**config.mk**
```make
export PLATFORM = sky130hd
export DESIGN_NAME = m_d_flit_asm
export DESIGN_NICKNAME = d
export VERILOG_FILES = /design/src/rtl/m_d_flit_asm.sv
export SDC_FILE = /design/constraint.sdc
export NUM_CORES = 1
export LEC_CHECK = 0
export CAP_MARGIN = 20
export CORE_AREA = 5 5 118 120
export CTS_BUF_LIST = sky130_fd_sc_hd__clkbuf_8
export CTS_CLUSTER_SIZE = 20
export DETAILED_ROUTE_END_ITERATION = 10
export DIE_AREA = 0 0 123 125
export GPL_TIMING_DRIVEN = 0
export PLACE_DENSITY = 0.76
export SLEW_MARGIN = 15
export SYNTH_ARGS = -nofsm -noshare
export SYNTH_HDL_FRONTEND = slang
export SYNTH_SLANG_ARGS = --single-unit
```
**constraint.sdc**
```tcl
create_clock -name clk -period 2.9 [get_ports clk]
set_input_delay 0.87 -clock clk [delete_from_list [all_inputs] [get_ports clk]]
set_output_delay 0.87 -clock clk [all_outputs]
set_load 0.1 [all_outputs]
```
**src/rtl/m_d_flit_asm.sv**
```systemverilog
// Memory-to-data-cache flit assembler: packs up to MAX_FLITS ring flits into one bundle for the
// m_d areg stage. Define M_D_ASM_ERR_EN to add the asm_err output and the DROP recovery state.
module m_d_flit_asm #(
  parameter int unsigned FLIT_W    = 16,
  parameter int unsigned MAX_FLITS = 9
) (
  input  logic                        clk,
  input  logic                        rst,
  input  logic [FLIT_W-1:0]           flit_in,
  input  logic [1:0]                  flit_ctrl,
  input  logic                        v_flit_in,
  output logic                        flit_in_rdy,
  input  logic                        m_d_areg_state,
  output logic [FLIT_W*MAX_FLITS-1:0] m_flits_d,
  output logic                        v_m_flits_d
`ifdef M_D_ASM_ERR_EN
  ,
  output logic                        asm_err
`endif
);

  localparam int unsigned BUNDLE_W = FLIT_W * MAX_FLITS;
  localparam int unsigned CNT_W    = $clog2(MAX_FLITS + 1);
  localparam logic [CNT_W-1:0] MAX_CNT = CNT_W'(MAX_FLITS);
  localparam logic [CNT_W-1:0] ONE_CNT = CNT_W'(1);

  localparam logic [1:0] ST_IDLE    = 2'd0;
  localparam logic [1:0] ST_COLLECT = 2'd1;
  localparam logic [1:0] ST_FULL    = 2'd2;
`ifdef M_D_ASM_ERR_EN
  localparam logic [1:0] ST_DROP    = 2'd3;
`endif

  localparam logic [1:0] CTRL_SINGLE = 2'b00;
  localparam logic [1:0] CTRL_HEAD   = 2'b01;
  localparam logic [1:0] CTRL_BODY   = 2'b10;
  localparam logic [1:0] CTRL_TAIL   = 2'b11;

  logic [1:0]          state_q, state_d;
  logic [CNT_W-1:0]    cnt_q, cnt_d;
  logic [BUNDLE_W-1:0] buf_q, buf_d;
  logic                accept;
  logic                wr_en;
  logic [CNT_W-1:0]    wr_slot;
  int unsigned         wr_lo;
`ifdef M_D_ASM_ERR_EN
  logic                err_q, err_d;
`endif

`ifdef M_D_ASM_ERR_EN
  assign flit_in_rdy = (state_q == ST_IDLE) || (state_q == ST_COLLECT) || (state_q == ST_DROP);
  assign asm_err     = err_q;
`else
  assign flit_in_rdy = (state_q == ST_IDLE) || (state_q == ST_COLLECT);
`endif
  assign v_m_flits_d = (state_q == ST_FULL) && !m_d_areg_state;
  assign m_flits_d   = buf_q;
  assign accept      = v_flit_in && flit_in_rdy;

  // Slot k lives at the top of the bundle downwards: slot 0 occupies the MSBs.
  assign wr_lo = (MAX_FLITS - 1 - 32'(wr_slot)) * FLIT_W;

  always_comb begin
    state_d = state_q;
    cnt_d   = cnt_q;
    buf_d   = buf_q;
    wr_en   = 1'b0;
    wr_slot = '0;
`ifdef M_D_ASM_ERR_EN
    err_d   = 1'b0;
`endif

    case (state_q)
      ST_IDLE: begin
        if (accept) begin
          case (flit_ctrl)
            CTRL_SINGLE: begin
              wr_en   = 1'b1;
              state_d = ST_FULL;
            end
            CTRL_HEAD: begin
              wr_en   = 1'b1;
              cnt_d   = ONE_CNT;
              state_d = ST_COLLECT;
            end
            default: ;
          endcase
        end
      end

      ST_COLLECT: begin
        if (accept) begin
          case (flit_ctrl)
            CTRL_SINGLE, CTRL_HEAD: begin
              // A new message preempts the partial one; restart from slot 0.
              buf_d = '0;
              wr_en = 1'b1;
`ifdef M_D_ASM_ERR_EN
              err_d = 1'b1;
`endif
              if (flit_ctrl == CTRL_SINGLE) begin
                cnt_d   = '0;
                state_d = ST_FULL;
              end else begin
                cnt_d   = ONE_CNT;
                state_d = ST_COLLECT;
              end
            end
            CTRL_BODY: begin
              if (cnt_q < MAX_CNT) begin
                wr_en   = 1'b1;
                wr_slot = cnt_q;
                cnt_d   = cnt_q + ONE_CNT;
              end else begin
`ifdef M_D_ASM_ERR_EN
                err_d   = 1'b1;
                buf_d   = '0;
                cnt_d   = '0;
                state_d = ST_DROP;
`endif
              end
            end
            CTRL_TAIL: begin
              // A tail arriving with every slot used completes the message unstored.
              if (cnt_q < MAX_CNT) begin
                wr_en   = 1'b1;
                wr_slot = cnt_q;
              end
              cnt_d   = '0;
              state_d = ST_FULL;
            end
            default: ;
          endcase
        end
      end

      ST_FULL: begin
        if (v_m_flits_d) begin
          buf_d   = '0;
          cnt_d   = '0;
          state_d = ST_IDLE;
        end
      end

`ifdef M_D_ASM_ERR_EN
      ST_DROP: begin
        if (accept) begin
          case (flit_ctrl)
            CTRL_SINGLE, CTRL_TAIL: state_d = ST_IDLE;
            CTRL_HEAD: begin
              wr_en   = 1'b1;
              cnt_d   = ONE_CNT;
              state_d = ST_COLLECT;
            end
            default: ;
          endcase
        end
      end
`endif

      default: begin
        buf_d   = '0;
        cnt_d   = '0;
        state_d = ST_IDLE;
      end
    endcase

    if (wr_en) begin
      buf_d[wr_lo +: FLIT_W] = flit_in;
    end
  end

  always_ff @(posedge clk) begin
    if (rst) begin
      state_q <= ST_IDLE;
      cnt_q   <= '0;
      buf_q   <= '0;
`ifdef M_D_ASM_ERR_EN
      err_q   <= 1'b0;
`endif
    end else begin
      state_q <= state_d;
      cnt_q   <= cnt_d;
      buf_q   <= buf_d;
`ifdef M_D_ASM_ERR_EN
      err_q   <= err_d;
`endif
    end
  end

endmodule

```
==> metrics, run 1 <==
core outline area=approximately 13,000 um^2; 1st-pass router iterations=4; DRC viols=0; hpwl dp=13,100 um; Yosys reg bits=150; top cells by instance count after synthesis=150 x dfxtp_1, 65 x a22o_1, 35 x nand2_1, 32 x mux2i_1, 31 x o211ai_1; CP top delay family=buffers and inverters; Area after DPL=approximately 7500 um^2; final antenna-violating net count=0; post-layout min period=2.86 ns; Clock Skew=0.00709 ns; CTS Buf Count=17; final worst slack=0.0385 ns; I/O pins=168; H-tree levels=4; nets=760; routability cong.=about 0.87; storage element area=between 3000 and 4000 um^2; GRT Total Usage=21.9%; clk_lat worst skew=0.45 ns; clock slew at reported path FFs=0.08 ns; Slowest-stage cell, CP=clkdlybuf4s50_1; CP max FO=2; CTS tree=built; EDFF count, synth=0; dpl ws=-0.674 ns; Max-slew headroom=31.2%; largest net degree at the start of global routing=17; Max clock buf depth=2; Max-Cap Viols=0; FFs w/ async S/R, synth=0%; layout cells sized above 1=between 10% and 20%; WP buf/inv=1; antenna cells=0; DR WL/cell=18.4 um; CTS Sinks=150; Critical Path AT=1.99 ns; Max Fclk=349 MHz; Power, Total=between 4 and 5 mW; hold_buf cts=0; Syn Inst Count=538; synthesis-to-finish area growth=43.9%; total gr overflow=0; Final TNS setup=0 ns; Crit path largest cell delay=about 1.2 ns; Die Width=~120 um; vias=4,936; worst-path cell chain=clkdlybuf4s50_1; Mapped Area=5610 um^2; Leak Pwr=3.13 nW; routed wire length=~17,000 um; Final Slew Violations=0; first-pass GRT wire length=26,500 um; IO buf count=around 170; Filler Cells Inserted=~1,100; fin area=8070 um^2; Required @ worst endpoint=2.03 ns; Yosys warning count=0; number of global-route vias before repair=approximately 5,000; Worst Setup End Kind=primary output; post-layout util=about 63%; Layout Cells excl Fill=920; top cells by area, synth=dfxtp_1 54%, a22o_1 10%, mux2i_1 5.7%; Net Count, Synth=567; PD cells=521 nW/um^2; status=complete, no violations; Mapped Avg Cell Area=10.4 um^2; Final period util=98.7%; worst slew pin tran=1.03 ns; register area share after synthesis=between 50% and 60%; number of distinct library cells after synthesis=51; leading area contributor after synthesis=dfxtp_1; FP Rows=42; hold slack=0.464 ns; area of the multi-input gates=around 2400 um^2; initial DRC count=375; Synth top area share=roughly 54%; Startpoint Class=flop; CP Class=reg2out; initial antenna violation count=0; Register-to-Register Setup Slack=0.51 ns; Main synth FF type=dfxtp_1; setup violators final=0; die height=approximately 130 um; # placed instances=881; post-DR vias/cell=5.37; Hold Vio Cnt, Final=0; Worst VDD drop=0.250 mV; Die Footprint=15,400 um^2; CTS Root Cell=clkbuf_8; Initial Utilization=43.5%; HP Class=reg2reg; count leader, synth=dfxtp_1
[kinds of logic after synthesis]
group                      count (synthesis)  synth area share, %
and+or+nand+nor                          134                 13.6
AOI/OAI and AO/OA                        164                 21.5
muxes                                     32                 5.71
DFF                                      150                 53.6
buffers and inverters                     51                 4.13
adders and majority gates                  7                 1.56
[registers in the layout (all words and copies together), names as in the netlist]
register / cells
state_q: 2
cnt_q: 4
m_flits_d: 144
[power breakdown]
part	internal, mW	total (mW)	switching (mW)	leakage (nW)
clock	0.918	1.70	0.781	0.214
combinational	0.125	0.415	0.290	1.71
sequential	2.07	2.09	0.0115	1.21
[final timing paths]
kind / endpoint / cells past startpoint / from
setup reg to reg: m_flits_d[15]$_SDFF_PP0_ / 13 / cnt_q[0]$_SDFFE_PP0P_
hold / removal: m_flits_d[69]$_SDFF_PP0_ / 2 / m_flits_d[69]$_SDFF_PP0_
hold reg to reg: m_flits_d[69]$_SDFF_PP0_ / 2 / m_flits_d[69]$_SDFF_PP0_
setup / recovery: m_flits_d[7] / 1 / m_flits_d[7]$_SDFF_PP0_
[layer usage]
layer  GRT usage (%)  routed length (um)  part of all wire [%]
met1            27.9                7480                    44
met2            34.9                7800                    46
met3            6.59                1240                   7.3
met4            8.66                 363                   2.1
met5               0                   0                     0
[cells in the final DEF, fill, tap and decap left out, types with 7 or more instances in the layout]
master             n
o21ai_0           28
nor2_1             9
nand3_1           17
o21ai_1           21
ha_1               7
buf_4             10
a22o_1            65
nand2b_1          21
clkbuf_8          20
clkbuf_1          19
nand2_1           35
inv_1              9
dfxtp_1          150
clkbuf_2           7
buf_2             10
mux2i_1           32
clkdlybuf4s50_1  160
nor2b_1           20
o211ai_1          31
[cell type report]
cell class | instances | area share, %
multi-input cells | 337 | 30.1
repair buffers | 174 | 21.4
clock inverters | 12 | 1.88
plain buffers | 44 | 2.92
clock buffers | 20 | 3.41
well taps | 176 | 2.73
flip-flops and latches | 150 | 37.2
inverters | 7 | 0.326
[timing repair]
action,4_1_cts,5_1_grt
endpoints found under the setup margin,56,107
gates resized for setup,13,34
setup buffers,2,5
cloned,0,0
pin swaps,1,2
No activity file was read; power rests on OpenSTA's default activity.
==> run 2, diff against run 1 <==
- CAP_MARGIN: 20 -> 30
- GPL_TIMING_DRIVEN: 0 -> 1
==> metrics, run 2 (synthesis results as in run 1) <==
Comb pwr share=10.2% (was 9.9%); P_int=3.14 mW (was 3.12 mW); routability cong.=0.883 (was 0.870); Filler Cells Inserted=1,095 (was 1,059); Final Slew Violations=0 (unchanged); CP Class=in2reg (was reg2out); storage element area=3000 um^2 (unchanged); max reg flops=144 (unchanged); vias=4,894 (was 4,936); status=complete, no violations (unchanged); nets=744 (was 760); post-DR vias/cell=5.41 (was 5.37); worst-path cell chain=clkdlybuf4s50_1 -> inv_1 -> buf_4 -> ha_1 -> o211a_1 -> a211oi_4 -> buf_4 -> buf_12 -> o211ai_1 -> o21ai_0 (was clkdlybuf4s50_1); Die Footprint=15,400 um^2 (unchanged); Reg power frac=50.1% (was 49.7%); clock slew at reported path FFs=0.07 ns (was 0.08 ns); antenna cells=0 (unchanged); Crit path largest cell delay=0.51 ns (was 1.16 ns); Max Fclk=380 MHz (was 349 MHz); commonest non-fill, non-tap cell in the layout=buf_4 (was clkdlybuf4s50_1); Die Width=123 um (unchanged); Area after DPL=7360 um^2 (was 7510 um^2); met3 usage in global routing=6.01% (was 6.59%); Initial Utilization=43.5% (unchanged); first-pass GRT wire length=26,000 um (was 26,500 um); die height=125 um (unchanged); area of the multi-input gates=2390 um^2 (was 2430 um^2); Leak Pwr=3.38 nW (was 3.13 nW); setup violators final=0 (unchanged); CTS Root Cell=clkbuf_8 (unchanged); DR WL/cell=18.1 um (was 18.4 um); largest net degree at the start of global routing=36 (was 17); Worst VDD drop=0.254 mV (was 0.250 mV); FP Rows=42 (unchanged); core outline area=12,900 um^2 (unchanged); I/O pins=168 (unchanged); fin area=7780 um^2 (was 8070 um^2); Sw Share=24.7% (was 25.8%); Slowest-stage cell, CP=clkdlybuf4s50_1 (unchanged); Required @ worst endpoint=3.25 ns (was 2.03 ns); number of global-route vias before repair=4,916 (was 5,033); total gr overflow=0 (unchanged); worst slew pin tran=0.825 ns (was 1.03 ns); CTS Buf Count=17 (unchanged); Final TNS setup=0 ns (unchanged); post-CTS setup buffer count=0 (was 2); post-layout min period=2.63 ns (was 2.86 ns); Power, Total=4.17 mW (was 4.20 mW); Final period util=90.7% (was 98.7%); clk_lat worst skew=0.44 ns (was 0.45 ns); HP Class=reg2reg (unchanged); synthesis-to-finish area growth=38.8% (was 43.9%); hold slack=0.461 ns (was 0.464 ns); sw power=1.03 mW (was 1.08 mW); Max-Cap Viols=0 (unchanged); busiest grt layer=met2 (unchanged); GRT Total Usage=21.3% (was 21.9%); clock share of power=39.7% (was 40.5%); Clock Skew=0.00919 ns (was 0.00709 ns); DRC viols=0 (unchanged); met1 GRT Util=29.3% (was 27.9%); PD cells=537 nW/um^2 (was 521 nW/um^2); IO buf count=167 (unchanged); initial antenna violation count=0 (unchanged); routed wire length=16,300 um (was 16,900 um); hold_buf cts=0 (unchanged); Startpoint Class=primary input (was flop); CP dominant cell by count=buf_4; Worst Setup End Kind=flop (was primary output); initial DRC count=377 (was 375); H-tree levels=4 (unchanged); CP max FO=35 (was 2); hpwl dp=12,000 um (was 13,100 um); post-layout util=60.4% (was 62.7%); final antenna-violating net count=0 (unchanged); 1st-pass router iterations=7 (was 4); layout cells sized above 1=30.4% (was 10.2%); CTS Sinks=150 (unchanged); post-cts resize count=0 (was 13); most frequent cells in the layout=169 x buf_4, 150 x dfxtp_1, 65 x a22o_1, 35 x nand2_1, 32 x mux2i_1 (was 160 x clkdlybuf4s50_1, 150 x dfxtp_1, 65 x a22o_1, 35 x nand2_1, 32 x mux2i_1); Critical Path AT=2.98 ns (was 1.99 ns); Max clock buf depth=2 (unchanged); GR Util met2=31.8% (was 34.9%); RSZ-0062 raised after global routing=no; Hold Vio Cnt, Final=0 (unchanged); CTS tree=built (unchanged); Max-slew headroom=44.9% (was 31.2%)
run 2: path summary, 6_finish.rpt:
kind / startpoint / endpoint / slack, ns / cells after the start
setup / recovery: flit_ctrl[0] / m_flits_d[58]$_SDFF_PP0_ / 0.27 / 10
hold / removal: m_flits_d[71]$_SDFF_PP0_ / m_flits_d[71]$_SDFF_PP0_ / 0.46 / 2
setup reg to reg: cnt_q[1]$_SDFFE_PP0P_ / m_flits_d[9]$_SDFF_PP0_ / 0.64 / 11
hold reg to reg: m_flits_d[71]$_SDFF_PP0_ / m_flits_d[71]$_SDFF_PP0_ / 0.46 / 2
run 2: area by class of cell:
class	count	area share (%)
Sequential cell	150	38.6
Multi-Input combinational cell	337	30.7
Timing Repair Buffer	202	22.1
Clock buffer	21	3.72
Tap cell	176	2.83
Clock inverter	11	1.69
Inverter	7	0.338
run 2: metrics by stage:
step | setup WS, ns | std cells
2_1_floorplan | 0.239 | 538
3_5_place_dp | -0.169 | 872
4_1_cts | 0.295 | 904
6_report | 0.270 | 904
5_1_grt | 0.159 | 904
3_3_place_gp | -0.100 | 872
run 2: metal layers:
metal	vias up	part of all wire (%)
met5	-	0
met4	0	1.7
met3	24	9.0
met2	241	45
li1	2310	-
met1	2319	44
run 2: worst max-delay path, delay by kind of cell:
kind	cells	cell delay (ns)
compound gates	4	0.79
fa+ha+maj	1	0.20
buf+inv	5	1.12
run 2: power by group through the flow:
stage	sequential (mW)	clock [mW]	combinational, mW
global route	2.09	1.80	0.449
finish	2.09	1.66	0.424
floorplan	2.24	0	0.169
detailed placement	2.14	0	0.422
global placement	2.14	0	0.418
CTS	2.09	1.70	0.423
==> run 3, diff against run 2 <==
- CORE_AREA: 5 5 118 120 -> 2 2 120 122
- DIE_AREA: 0 0 123 125 -> 0 0 122 124
- PLACE_DENSITY: 0.76 -> 0.71
- clock period: 2.9 -> 2.5 ns (I/O delays scaled with it)
==> metrics, run 3 (synthesis results as in run 1) <==
final worst slack=0.0660 ns (was 0.270 ns); H-tree levels=4 (unchanged); Die Footprint=15,100 um^2 (was 15,400 um^2); FF-to-FF path depth=12 (was 11); hold_buf cts=0 (unchanged); area of the multi-input gates=2410 um^2 (was 2390 um^2); CTS Sinks=150 (unchanged); CTS Root Cell=clkbuf_8 (unchanged); most frequent cells in the layout=176 x buf_4, 150 x dfxtp_1, 65 x a22o_1, 35 x nand2_1, 32 x mux2i_1 (was 169 x buf_4, 150 x dfxtp_1, 65 x a22o_1, 35 x nand2_1, 32 x mux2i_1); Die Width=122 um (was 123 um); Max-slew headroom=71.4% (was 44.9%); storage element area=3000 um^2 (unchanged); Hold Vio Cnt, Final=0 (unchanged); final antenna-violating net count=0 (unchanged); Critical Path AT=2.82 ns (was 2.98 ns); PD cells=602 nW/um^2 (was 537 nW/um^2); nets=757 (was 744); HP Class=reg2reg (unchanged); Worst Setup End Kind=flop (unchanged); CP max FO=18 (was 35); clock slew at reported path FFs=0.08 ns (was 0.07 ns); core outline area=13,700 um^2 (was 12,900 um^2); Max-Cap Viols=0 (unchanged); vias=4,998 (was 4,894); post-layout min period=2.43 ns; antenna cells=0 (unchanged); initial antenna violation count=0 (unchanged); routed wire length=17,000 um (was 16,300 um); status=complete, no violations (unchanged); CTS tree=built (unchanged); 1st-pass router iterations=5 (was 7); fin area=7950 um^2 (was 7780 um^2); number of global-route vias before repair=4,756 (was 4,916); layout cells sized above 1=32.4% (was 30.4%); synthesis-to-finish area growth=41.8% (was 38.8%); FP Rows=43 (was 42); Initial Utilization=40.9% (was 43.5%); Leak Pwr=3.45 nW (was 3.38 nW); total gr overflow=0 (unchanged); worst slew pin tran=0.428 ns (was 0.825 ns); Worst VDD drop=0.635 mV (was 0.254 mV); dpl ws=-0.385 ns (was -0.169 ns); Area after DPL=7500 um^2 (was 7360 um^2); Final Slew Violations=0 (unchanged); DRC viols=0 (unchanged); Max Fclk=411 MHz; initial DRC count=410 (was 377); post-DR vias/cell=5.43 (was 5.41); commonest non-fill, non-tap cell in the layout=buf_4 (unchanged); hold path depth=2 (unchanged); post-layout util=58.0% (was 60.4%); CTS Buf Count=17 (unchanged); IO buf count=167 (unchanged); die height=124 um (was 125 um); clk_lat worst skew=0.46 ns (was 0.44 ns); RSZ-0062 raised after global routing=no (unchanged); Final period util=between 90% and 100%; Required @ worst endpoint=2.88 ns (was 3.25 ns); Clock Skew=0.0101 ns (was 0.00919 ns); hpwl dp=12,200 um (was 12,000 um); hold slack=0.465 ns (was 0.461 ns); Max clock buf depth=2 (unchanged); max reg flops=144 (unchanged); routability cong.=0.968 (was 0.883); I/O pins=168 (unchanged); first-pass GRT wire length=26,100 um (was 26,000 um); setup violators final=0 (unchanged); largest net degree at the start of global routing=34 (was 36); GRT Total Usage=22.4% (was 21.3%); DR WL/cell=18.5 um (was 18.1 um); CP Class=in2reg (unchanged); Startpoint Class=primary input (unchanged); Filler Cells Inserted=1,195 (was 1,095); Power, Total=4.79 mW (was 4.17 mW)
[run 3: changes by cell type in the layout (fill, tap and decap cells not counted), sizes merged]
| cell | before | now |
|---|---|---|
| bufinv | 3 | 2 |
| buf | 181 | 193 |
| inv | 10 | 9 |
| clkinv | 3 | 5 |
| clkinvlp | 2 | 4 |
| clkbuf | 21 | 20 |
[run 3: final cells by class]
type                       instances  share of cell area [%]
clock inverter                    13                    1.68
clock buffer                      19                    3.29
multi-input combinational        337                    30.3
sequential                       150                    37.8
tap                              180                    2.83
timing repair buffer             215                    23.9
inverter                           7                   0.330
[run 3: per-layer routing]
layer / global-route usage (%) / vias to the layer above / part of all wire (%) / wire length, um
met5: 0 / - / 0 / 0
met4: 5.75 / 0 / 1.1 / 186
met3: 7.51 / 17 / 9.5 / 1620
met2: 34.5 / 258 / 45 / 7640
met1: 30.4 / 2376 / 44 / 7570
li1: - / 2347 / - / -
[run 3: metrics by stage]
| step | std cells | TNS, ns |
|---|---|---|
| 2_1_floorplan | 538 | 0 |
| 4_1_cts | 918 | 0 |
| 6_report | 921 | 0 |
| 3_5_place_dp | 886 | -44.64 |
| 3_3_place_gp | 886 | -36.83 |
| 5_1_grt | 921 | 0 |
[run 3: path summary, 6_finish.rpt]
path | from | endpoint | slack [ns]
max reg2reg | cnt_q[1]$_SDFFE_PP0P_ | m_flits_d[9]$_SDFF_PP0_ | 0.15
min | m_flits_d[74]$_SDFF_PP0_ | m_flits_d[74]$_SDFF_PP0_ | 0.46
max | flit_ctrl[1] | m_flits_d[71]$_SDFF_PP0_ | 0.07
min reg2reg | m_flits_d[74]$_SDFF_PP0_ | m_flits_d[74]$_SDFF_PP0_ | 0.46
[run 3: what timing repair did]
item                                    in CTS  in global routing
gates resized for setup                      0                  4
setup buffers                                0                  2
endpoints found under the setup margin       0                 16
[run 3: critical path, cell delays in order]
cell             delay (ns)
clkdlybuf4s50_1        0.53
inv_1                  0.08
ha_1                   0.20
o211a_1                0.27
a211oi_4               0.33
buf_4                  0.25
buf_12                 0.16
nand2_1                0.08
mux2i_1                0.16
[run 3: where the power goes]
part / internal [mW] / switching [mW]
clock network: 0.931 / 0.913
logic: 0.176 / 0.346
registers: 2.41 / 0.0148
